## src/rtl/ctrl_pkg.sv

```systemverilog
// ----------------------------------------------------------------------------
// ctrl_pkg
// Shared encodings for the multicycle control unit: FSM state encoding,
// primary/secondary opcode values, pc_src and result_sel selector codes.
// ----------------------------------------------------------------------------
package ctrl_pkg;

    typedef enum logic [3:0] {
        StFetch  = 4'h0,
        StDecode = 4'h1,
        StExR    = 4'h2,
        StExI    = 4'h3,
        StExSh   = 4'h4,
        StWb     = 4'h5,
        StMemDec = 4'h6,
        StLd     = 4'h7,
        StLdWb   = 4'h8,
        StSt     = 4'h9,
        StBcond  = 4'hA,
        StJal    = 4'hB,
        StJalWb  = 4'hC,
        StJcond  = 4'hD,
        StTrap   = 4'hE
    } state_e;

    // Primary opcodes (IR[15:12])
    localparam logic [3:0] OpRType  = 4'h0;
    localparam logic [3:0] OpAndi   = 4'h1;
    localparam logic [3:0] OpOri    = 4'h2;
    localparam logic [3:0] OpXori   = 4'h3;
    localparam logic [3:0] OpMem    = 4'h4;
    localparam logic [3:0] OpAddi   = 4'h5;
    localparam logic [3:0] OpShift  = 4'h8;
    localparam logic [3:0] OpImm9   = 4'h9;
    localparam logic [3:0] OpCmpi   = 4'hB;
    localparam logic [3:0] OpBcond  = 4'hC;
    localparam logic [3:0] OpMovi   = 4'hD;
    localparam logic [3:0] OpShiftI = 4'hF;

    // Secondary opcodes (IR[7:4])
    localparam logic [3:0] Op2Ld       = 4'h0;
    localparam logic [3:0] Op2St       = 4'h4;
    localparam logic [3:0] Op2ShiftReg = 4'h4;
    localparam logic [3:0] Op2Jal      = 4'h8;
    localparam logic [3:0] Op2Cmp      = 4'hB;
    localparam logic [3:0] Op2Jcond    = 4'hC;

    // pc_src encodings
    localparam logic [1:0] PcSrcInc  = 2'd0;
    localparam logic [1:0] PcSrcImm  = 2'd1;
    localparam logic [1:0] PcSrcReg  = 2'd2;
    localparam logic [1:0] PcSrcTrap = 2'd3;

    // result_sel encodings
    localparam logic [1:0] ResShift = 2'd0;
    localparam logic [1:0] ResAlu   = 2'd1;
    localparam logic [1:0] ResMem   = 2'd2;
    localparam logic [1:0] ResLink  = 2'd3;

    // ALU op driven whenever no instruction is selecting one
    localparam logic [3:0] AluDefault = 4'h5;

endpackage

```

## src/rtl/cond_eval.sv

```systemverilog
// ----------------------------------------------------------------------------
// cond_eval
// Combinational branch/jump condition evaluator.
//   cond_code_i  4  condition selector (IR[11:8])
//   psr_i        5  flags {b4,b3,b2,b1,b0}
//   cond_true_o  1  selected condition holds
// ----------------------------------------------------------------------------
module cond_eval (
    input  logic [3:0] cond_code_i,
    input  logic [4:0] psr_i,
    output logic       cond_true_o
);

    always_comb begin
        cond_true_o = 1'b0;
        unique case (cond_code_i)
            4'h0: cond_true_o =  psr_i[4];
            4'h1: cond_true_o = !psr_i[4];
            4'h2: cond_true_o =  psr_i[3];
            4'h3: cond_true_o = !psr_i[3];
            4'h4: cond_true_o =  psr_i[0];
            4'h5: cond_true_o = !psr_i[0];
            4'h6: cond_true_o =  psr_i[1];
            4'h7: cond_true_o = !psr_i[1];
            4'h8: cond_true_o =  psr_i[2];
            4'h9: cond_true_o = !psr_i[2];
            4'hA: cond_true_o = !psr_i[4] && !psr_i[0];
            4'hB: cond_true_o =  psr_i[4] ||  psr_i[0];
            4'hC: cond_true_o = !psr_i[1] && !psr_i[4];
            4'hD: cond_true_o =  psr_i[4] ||  psr_i[1];
            4'hE: cond_true_o = 1'b1;
            4'hF: cond_true_o = 1'b0;
            default: cond_true_o = 1'b0;
        endcase
    end

endmodule

```

## src/rtl/multicycle_ctrl_fsm.sv

```systemverilog
// ----------------------------------------------------------------------------
// multicycle_ctrl_fsm
// Fetch/decode/execute/writeback sequencer for the 16-bit datapath, with a
// variable-latency memory handshake, encoded PC source, retired-instruction
// counter and optional illegal-opcode trap (enable with ILLEGAL_OP_TRAP_EN).
// Ports:
//   clk_i, reset_i          clock, synchronous active-high reset
//   opcode1_i/opcode2_i     IR[15:12] / IR[7:4]
//   cond_code_i, shamt_in_i IR[11:8] / IR[3:0]
//   psr_i                   flags {b4..b0}
//   mem_ready_i             memory completes the current access
//   mem_req_o/mem_we_o/mem_addr_sel_o   memory request, store, address select
//   ir_en_o, pc_en_o, pc_src_o, trap_vec_o  IR load, PC write and source
//   imm_en_o, zero_ext_o, src_b_imm_o   immediate handling
//   alu_ctrl_o, shift_ctrl_o, shamt_out_o  functional-unit controls
//   result_sel_o, result_en_o, psr_en_o, reg_we_o  result/flag/reg writes
//   retire_o, retired_cnt_o, illegal_o  retire pulse, count, illegal pulse
// ----------------------------------------------------------------------------
module multicycle_ctrl_fsm
    import ctrl_pkg::*;
#(
    parameter int unsigned         WIDTH     = 16,
    parameter int unsigned         CNT_WIDTH = 32,
    parameter logic [WIDTH-1:0]    TRAP_VEC  = 'h0010
) (
    input  logic                 clk_i,
    input  logic                 reset_i,
    input  logic [3:0]           opcode1_i,
    input  logic [3:0]           opcode2_i,
    input  logic [3:0]           cond_code_i,
    input  logic [3:0]           shamt_in_i,
    input  logic [4:0]           psr_i,
    input  logic                 mem_ready_i,
    output logic                 mem_req_o,
    output logic                 mem_we_o,
    output logic                 mem_addr_sel_o,
    output logic                 ir_en_o,
    output logic                 pc_en_o,
    output logic [1:0]           pc_src_o,
    output logic [WIDTH-1:0]     trap_vec_o,
    output logic                 imm_en_o,
    output logic                 zero_ext_o,
    output logic                 src_b_imm_o,
    output logic [3:0]           alu_ctrl_o,
    output logic [3:0]           shift_ctrl_o,
    output logic [3:0]           shamt_out_o,
    output logic [1:0]           result_sel_o,
    output logic                 result_en_o,
    output logic                 psr_en_o,
    output logic                 reg_we_o,
    output logic                 retire_o,
    output logic [CNT_WIDTH-1:0] retired_cnt_o,
    output logic                 illegal_o
);

    state_e               state_q, state_d;
    logic [CNT_WIDTH-1:0] cnt_q, cnt_d;
    logic                 cond_true;

    cond_eval u_cond_eval (
        .cond_code_i (cond_code_i),
        .psr_i       (psr_i),
        .cond_true_o (cond_true)
    );

    assign trap_vec_o    = TRAP_VEC;
    assign shamt_out_o   = shamt_in_i;
    assign retired_cnt_o = cnt_q;

    // Next state and Moore/Mealy outputs. While reset is high everything
    // stays at its default so an in-flight memory access is dropped.
    always_comb begin
        state_d        = state_q;
        mem_req_o      = 1'b0;
        mem_we_o       = 1'b0;
        mem_addr_sel_o = 1'b0;
        ir_en_o        = 1'b0;
        pc_en_o        = 1'b0;
        pc_src_o       = PcSrcInc;
        imm_en_o       = 1'b0;
        zero_ext_o     = 1'b0;
        src_b_imm_o    = 1'b0;
        alu_ctrl_o     = AluDefault;
        shift_ctrl_o   = 4'h0;
        result_sel_o   = ResAlu;
        result_en_o    = 1'b0;
        psr_en_o       = 1'b0;
        reg_we_o       = 1'b0;
        retire_o       = 1'b0;
        illegal_o      = 1'b0;

        if (reset_i) begin
            state_d = StFetch;
        end else begin
            unique case (state_q)
                StFetch: begin
                    mem_req_o = 1'b1;
                    if (mem_ready_i) begin
                        ir_en_o = 1'b1;
                        pc_en_o = 1'b1;
                        state_d = StDecode;
                    end
                end
                StDecode: begin
                    imm_en_o   = 1'b1;
                    zero_ext_o = (opcode1_i == OpAndi) || (opcode1_i == OpOri) ||
                                 (opcode1_i == OpXori) || (opcode1_i == OpMovi);
                    unique case (opcode1_i)
                        OpRType: state_d = StExR;
                        OpAndi, OpOri, OpXori, OpAddi, OpImm9, OpCmpi, OpMovi:
                            state_d = StExI;
                        OpShift, OpShiftI: state_d = StExSh;
                        OpBcond: state_d = StBcond;
                        OpMem:   state_d = StMemDec;
                        default: begin
`ifdef ILLEGAL_OP_TRAP_EN
                            state_d = StTrap;
`else
                            retire_o = 1'b1;
                            state_d  = StFetch;
`endif
                        end
                    endcase
                end
                StExR: begin
                    alu_ctrl_o  = opcode2_i;
                    psr_en_o    = 1'b1;
                    result_en_o = 1'b1;
                    state_d     = StWb;
                end
                StExI: begin
                    alu_ctrl_o  = opcode1_i;
                    src_b_imm_o = 1'b1;
                    psr_en_o    = 1'b1;
                    result_en_o = 1'b1;
                    state_d     = StWb;
                end
                StExSh: begin
                    // Immediate-form shift always uses the F shifter op
                    shift_ctrl_o = (opcode1_i == OpShiftI) ? 4'hF : opcode2_i;
                    src_b_imm_o  = (opcode1_i == OpShiftI) || (opcode2_i != Op2ShiftReg);
                    result_sel_o = ResShift;
                    result_en_o  = 1'b1;
                    state_d      = StWb;
                end
                StWb: begin
                    // Compares only update flags
                    reg_we_o = !((opcode1_i == OpCmpi) ||
                                 ((opcode1_i == OpRType) && (opcode2_i == Op2Cmp)));
                    retire_o = 1'b1;
                    state_d  = StFetch;
                end
                StMemDec: begin
                    unique case (opcode2_i)
                        Op2Ld:    state_d = StLd;
                        Op2St:    state_d = StSt;
                        Op2Jal:   state_d = StJal;
                        Op2Jcond: state_d = StJcond;
                        default: begin
`ifdef ILLEGAL_OP_TRAP_EN
                            state_d = StTrap;
`else
                            retire_o = 1'b1;
                            state_d  = StFetch;
`endif
                        end
                    endcase
                end
                StLd: begin
                    mem_req_o      = 1'b1;
                    mem_addr_sel_o = 1'b1;
                    if (mem_ready_i) state_d = StLdWb;
                end
                StLdWb: begin
                    result_sel_o = ResMem;
                    reg_we_o     = 1'b1;
                    retire_o     = 1'b1;
                    state_d      = StFetch;
                end
                StSt: begin
                    mem_req_o      = 1'b1;
                    mem_we_o       = 1'b1;
                    mem_addr_sel_o = 1'b1;
                    if (mem_ready_i) begin
                        retire_o = 1'b1;
                        state_d  = StFetch;
                    end
                end
                StBcond: begin
                    pc_en_o  = cond_true;
                    pc_src_o = PcSrcImm;
                    retire_o = 1'b1;
                    state_d  = StFetch;
                end
                StJal: begin
                    result_sel_o = ResLink;
                    result_en_o  = 1'b1;
                    pc_en_o      = 1'b1;
                    pc_src_o     = PcSrcReg;
                    state_d      = StJalWb;
                end
                StJalWb: begin
                    reg_we_o = 1'b1;
                    retire_o = 1'b1;
                    state_d  = StFetch;
                end
                StJcond: begin
                    pc_en_o  = cond_true;
                    pc_src_o = PcSrcReg;
                    retire_o = 1'b1;
                    state_d  = StFetch;
                end
                StTrap: begin
                    illegal_o = 1'b1;
                    pc_en_o   = 1'b1;
                    pc_src_o  = PcSrcTrap;
                    state_d   = StFetch;
                end
                default: state_d = StFetch;
            endcase
        end
    end

    // Counter wraps naturally at 2^CNT_WIDTH
    always_comb begin
        cnt_d = cnt_q;
        if (retire_o) cnt_d = cnt_q + CNT_WIDTH'(1);
    end

    always_ff @(posedge clk_i) begin
        if (reset_i) begin
            state_q <= StFetch;
            cnt_q   <= '0;
        end else begin
            state_q <= state_d;
            cnt_q   <= cnt_d;
        end
    end

endmodule

```

## config.mk

```make
export PLATFORM = sky130hd
export DESIGN_NAME = multicycle_ctrl_fsm
export DESIGN_NICKNAME = d
export VERILOG_FILES = /design/src/rtl/ctrl_pkg.sv /design/src/rtl/cond_eval.sv /design/src/rtl/multicycle_ctrl_fsm.sv
export SDC_FILE = /design/constraint.sdc
export NUM_CORES = 1
export LEC_CHECK = 0
export CAP_MARGIN = 20
export CORE_MARGIN = 1
export CORE_UTILIZATION = 46
export CTS_CLUSTER_DIAMETER = 30
export DETAILED_ROUTE_END_ITERATION = 10
export GPL_TIMING_DRIVEN = 0
export PLACE_DENSITY = 0.87
export SYNTH_ARGS = -nofsm -noshare
export SYNTH_HDL_FRONTEND = slang
export SYNTH_SLANG_ARGS = --single-unit
export TNS_END_PERCENT = 30
```

## constraint.sdc

```tcl
create_clock -name clk_i -period 2.75 [get_ports clk_i]
set_clock_uncertainty 0.15 [all_clocks]
set_input_delay 0.275 -clock clk_i [delete_from_list [all_inputs] [get_ports clk_i]]
set_output_delay 0.275 -clock clk_i [all_outputs]
set_load 0.01 [all_outputs]
```

Word level (Yosys, flattened, before mapping)
Index checks and enable logic that the tools add are counted.

word-level totals
  register bits after elaboration = 36
  input bits = 24
  output and inout bits = 77
  memories kept = 0
  bits in writable memories = 0
  bits in latches = 0
  word-level logic and storage cells = 131
  ROM bits = 0

cells by class
  shift operators = 0
  bitwise operators = 0
  add/sub/neg operators = 1
  $lt $le $gt $ge = 0
  mux-type cells = 45
  div/mod/pow operators = 0
  reductions and logical operators = 35
  eq/ne operators = 48
  multipliers = 0

operators by type and width
  cell                                                             number
  4-bit == test, second input constant                             24
  4-bit by 3-bit == test with 1-bit output, second input constant  11
  32-bit by 1-bit adder with 32-bit output, second input constant  1
  4-bit two-way mux                                                7
  4-bit one-hot mux with 7 select lines                            1
  1-bit two-way mux                                                25
  4-bit by 2-bit == test with 1-bit output, second input constant  6
  4-bit one-hot mux with 5 select lines                            1
  4-bit zero test                                                  4
  1-bit one-hot mux with 16 select lines                           1
  4-bit one-hot mux with 4 select lines                            1
  2-bit OR reduction                                               7
  4-bit by 1-bit == test with 1-bit output, second input constant  3
  2-bit one-hot mux with 3 select lines                            2
  12-bit OR reduction                                              1
  4-bit one-hot mux with 2 select lines                            1
  4-bit OR reduction                                               2
  1-bit logical OR                                                 7
  7-bit OR reduction                                               1
  1-bit zero test                                                  6
  2-bit inequality test, second input constant                     3
  3-bit OR reduction                                               2
  5-bit OR reduction                                               1
  2-bit two-way mux                                                2
  6 further kinds                                                  9

Depth between registers and ports, before layout
Gate-level depths: netlist (run 1).

  word-level depth = 6
  mapped depth = 8
  depth with buffers taken out = 6

By module
From an unflattened synthesis (run 1), not the netlist that was laid out.

second synthesis, totals
  cells, all modules = 380
  area, all modules = 2751.4 sq um

by module, submodules not included
  module               sequential area each (sq um)  cells each  area each (sq um)  instances
  multicycle_ctrl_fsm  720.7                         357         2567.5             1
  cond_eval            0.0                           23          183.9              1

Worst setup path before layout (run 1)
OpenSTA, ideal clock, no wires.

  kind = register to register
  start = register state_q[3]
  end = register cnt_q[10] (netlist: retired_cnt_o[10])
  arrival time = 1706 ps
  library setup time = 121 ps
  slack = 773 ps
  buffers on the path = 2
  clock period less this slack = 1977 ps
  required time = 2479 ps
  cell stages (with the launch flop) = 8
  cells stage by stage = dfxtp_1 -> buf_2 -> and2b_1 -> a32oi_1 -> o211a_2 -> buf_4 -> nor4_1 -> mux2_2

on the way
  cells in the longest elaborated chain, start to end = 4
  elaborated cells between the ends (all ways) = 11
  those cells by class = 8 x eq/ne; 2 x mux; 1 x reduce/logical

ends and longest elaborated chain
  element                                                                           RTL line                    source
  start: declaration                                                                multicycle_ctrl_fsm.sv:56   state_e state_q, state_d;
  start signal: assignment                                                          multicycle_ctrl_fsm.sv:232  state_q <= StFetch;
  start signal: assignment                                                          multicycle_ctrl_fsm.sv:235  state_q <= state_d;
  4-bit == test / 4-bit by 3-bit == test with 1-bit output (equally long branches)  multicycle_ctrl_fsm.sv:95   unique case (state_q)
  5-bit OR reduction (no source line)                                               n/a
  1-bit one-hot mux with 4 select lines *                                           multicycle_ctrl_fsm.sv:95
  1-bit two-way mux *                                                               multicycle_ctrl_fsm.sv:92   if (reset_i) begin
  end signal: assignment                                                            multicycle_ctrl_fsm.sv:236  cnt_q <= cnt_d;
  end: declaration                                                                  multicycle_ctrl_fsm.sv:57   logic [CNT_WIDTH-1:0] cnt_q, cnt_d;

Every way passes the cells marked *; elsewhere a longest branch is shown, timed or not.
A chain may end at the register's enable or synchronous reset.

Worst setup path after layout (run 1)
  start = register state_q[3]
  end = output port pc_en_o

on the way
  cells in the longest elaborated chain, start to end = 4
  elaborated cells between the ends (all ways) = 9
  those cells by class = 4 x eq/ne; 2 x mux; 3 x reduce/logical

ends and longest elaborated chain
  element                                  RTL line                   source
  4-bit == test                            multicycle_ctrl_fsm.sv:95
  2-bit OR reduction (no source line)      n/a
  1-bit one-hot mux with 3 select lines *  multicycle_ctrl_fsm.sv:95
  1-bit two-way mux *                      multicycle_ctrl_fsm.sv:92
  end: declaration                         multicycle_ctrl_fsm.sv:38  output logic pc_en_o,

Marked as above.

==> metrics.yaml, run 1 <==
run_status:
  status: "finished clean"
sta:
  timing.fmax_mhz: 377
  fin_setup_tns_ns: 0
  hold_violations: 0
  maxSlewHeadroom_pct: 65.4
  timing.final.crit_share_pct: 96.5
  worstMarginPinSlew_ns: 0.514
  fin_crit_ns: 2.65
  finalSetupViolCount: 0
  rsz0062_at_grt: "true"
  slew_violations: 0
cells_and_area:
  num-fill-cells: 549
  final_cell_mix: "71 x clkdlybuf4s50_1, 37 x nor2_1, 37 x a21oi_1"
  fin_cells: 561
  area.sequential_um2: 721
  utilization_pct: 64.7
  multi_input_area_um2: 1850
  area_growth_pct: 36.0
  fin_nets: 511
  drive_above_1_share_pct: 11.9
  final_common_cell: "clkdlybuf4s50_1"
  n_antenna_cell: 0
logic_synthesis:
  syn_inst: 390
  synth_edf_count: 0
  synth_top_cell_area_share_pct: 25.7
  synth_top_area_cell: "dfxtp_1"
  syn_avg_cell_area_um2: 7.18
  synth_fa_ha_area_share_pct: 0.447
  yosys.area_share.simple_pct: 36.9
  synth_compound_gate_area_share_pct: 21.7
  muxShareOfSynthArea_pct: 2.90
  synth_area_leaders: "dfxtp_1 26%, a21oi_1 6.6%, buf_4 5.9%, nor2_1 5.1%, nand2_1 4.0%"
  synth_xor_area_share_pct: 1.25
  synth-seq-cells: 36
  seq_area_frac_synth_pct: 25.7
  synth_warnings: 0
  synth_top_family_by_area: "simple AND/OR/NAND/NOR gates"
  synth.distinct_cells: 56
  synth_area_um2: 2800
  ys.flop_type: "dfxtp_1"
  async_flop_share_pct: 0
clock_tree:
  clock_sinks: 36
  clk_pin_slew_worst_paths_ns: 0.07
  tritoncts: "yes"
  clock_tree.root_cell: "clkbuf_8"
  clock_path_buffers: 2
  cts_hold_buffers: 0
  numCtsBuffers: 5
  cts_max_level: 2
  clk_latency_ns: 0.29
routing:
  firstDrtPassIters: 5
  ant_nets: 0
  wl_um: 8790
  via_per_inst: 5.96
  drc_errors: 0
  wl_per_cell_um: 15.7
  via_count: 3346
  drtIter0Drc: 265
power:
  peakVddDrop_mv: 0.264
  p_leak_uw: 0.00134
  powerDensity_nw_per_um2: 453
  power.total_uw: 1730
global_routing:
  grt_overflow: 0
  grt_pass1_vias: 2966
  antenna_found_initial: 0
  track_usage_pct: 27.8
  grt_max_degree: 12
  grt_pass1_wl_um: 14100
critical_path:
  cp_data_arrival_time_ns: 2.23
  path_max_fanout: 10
  startpoint_type: "flop"
  endpoint_kind: "output pin"
  slowest_stage: "clkdlybuf4s50_1"
  critPathMaxStageDelay_ns: 0.59
  crit_type: "flop to output pin"
  path_cells: "buf_2, clkbuf_1, nand2b_1, o32ai_1, clkdlybuf4s50_1"
  worstPathRequired_ns: 2.33
placed_design:
  place_hpwl_um: 6520
  io_buffers: 75
  gp_congestion: 0.948
  placedCellCount: 554
floorplanning:
  start_util_pct: 47.6
  die_w_um: 80.0
  core_area_um2: 5890
  die_area_um2: 6410
  placementRows: 28
  num_io_pins: 101
  die_h_um: 80.0
flow_run:
  cap_violations: 0
hold_path:
  hold_path.class: "flop to flop"
==> cells by family after synthesis <==
group	after synthesis
multiplexers	8
AO/OA/AOI/OAI	98
flip-flops	36
adder cells (fa/ha/maj)	1
XOR/XNOR	4
other	2
buffers and inverters	54
AND/OR/NAND/NOR	187
==> worst max-delay path: cells and delay by family, from the launching register on <==
| family | cells | cell delay [ns] |
|---|---|---|
| AOI/OAI and AO/OA | 1 | 0.31 |
| and+or+nand+nor | 1 | 0.20 |
| buffers and inverters | 3 | 1.13 |
| DFF | 1 | 0.30 |
==> repair_timing <==
item | in CTS | in global routing
endpoints found under the setup margin | 3 | 14
resized for setup | 6 | 12
pin swaps | 1 | 0
gates cloned | 0 | 0
setup buffers | 1 | 0
==> path summary, 6_finish.rpt <==
kind                                                startpoint                              to  slack, ns  depth (start not counted)
worst max-delay path                   state_q[3]$_SDFFE_PP0P_                         pc_en_o        0.1                          5
worst min-delay path            retired_cnt_o[15]$_SDFFE_PP0P_  retired_cnt_o[15]$_SDFFE_PP0P_       0.37                          2
worst max register to register         state_q[3]$_SDFFE_PP0P_  retired_cnt_o[10]$_SDFFE_PP0P_       0.31                          8
worst min register to register  retired_cnt_o[15]$_SDFFE_PP0P_  retired_cnt_o[15]$_SDFFE_PP0P_       0.37                          2
==> cell type report <==
| class | instances | share of cell area, % |
|---|---|---|
| buffer | 45 | 7.33 |
| clock buffer | 6 | 1.91 |
| clock inverter | 1 | 0.131 |
| inverter | 8 | 0.788 |
| multi-input combinational | 314 | 48.5 |
| sequential | 36 | 18.9 |
| tap | 75 | 2.46 |
| timing repair buffer | 76 | 20.0 |
==> through the flow <==
| step | worst slack, ns | hold WS, ns | area (µm²) |
|---|---|---|---|
| floorplan | 0.773 | 0.311 | 2850 |
| CTS | 0.0104 | 0.366 | 3790 |
| global placement | -0.288 | 0.316 | 3700 |
| finish | 0.0968 | 0.366 | 3810 |
| detailed placement | -0.315 | 0.356 | 3700 |
| global route | -0.0261 | 0.381 | 3810 |
==> flip-flops by register name, summed over array words and instances (netlist names) <==
register	flops
retired_cnt_o	32
state_q	4
==> report_power, final <==
part           internal, µW  switching [µW]
clock network           172             186
logic                   340             466
registers               543            18.6
total                  1060             670
==> metal layers <==
layer / routed length (µm) / global-route usage (%)
met1: 3630 / 34.1
met2: 4320 / 47.9
met3: 634 / 5.26
met4: 205 / 10.5
met5: 0 / 0
==> cells in the mapped netlist, drive strengths merged (11+ instances only) <==
master	instances
dfxtp	36
nand4	14
a21oi	37
or4	15
nand3	18
clkbuf	12
buf	34
o21ai	19
o31ai	15
nand2	31
nor2	38
nor2b	11
or3	14
(Power assumes the default switching activity.)
==> run 2: changes to the inputs <==
--- a/config.mk
+++ b/config.mk
@@ -5,7 +5,7 @@
 export SDC_FILE = /design/constraint.sdc
 export NUM_CORES = 1
 export LEC_CHECK = 0
-export CAP_MARGIN = 20
+export ABC_CLOCK_PERIOD_IN_PS = 2750
 export CORE_MARGIN = 1
 export CORE_UTILIZATION = 46
 export CTS_CLUSTER_DIAMETER = 30
==> results of run 2 <==
Same layout as run 1: the final DEF is identical, and so are final timing and power.
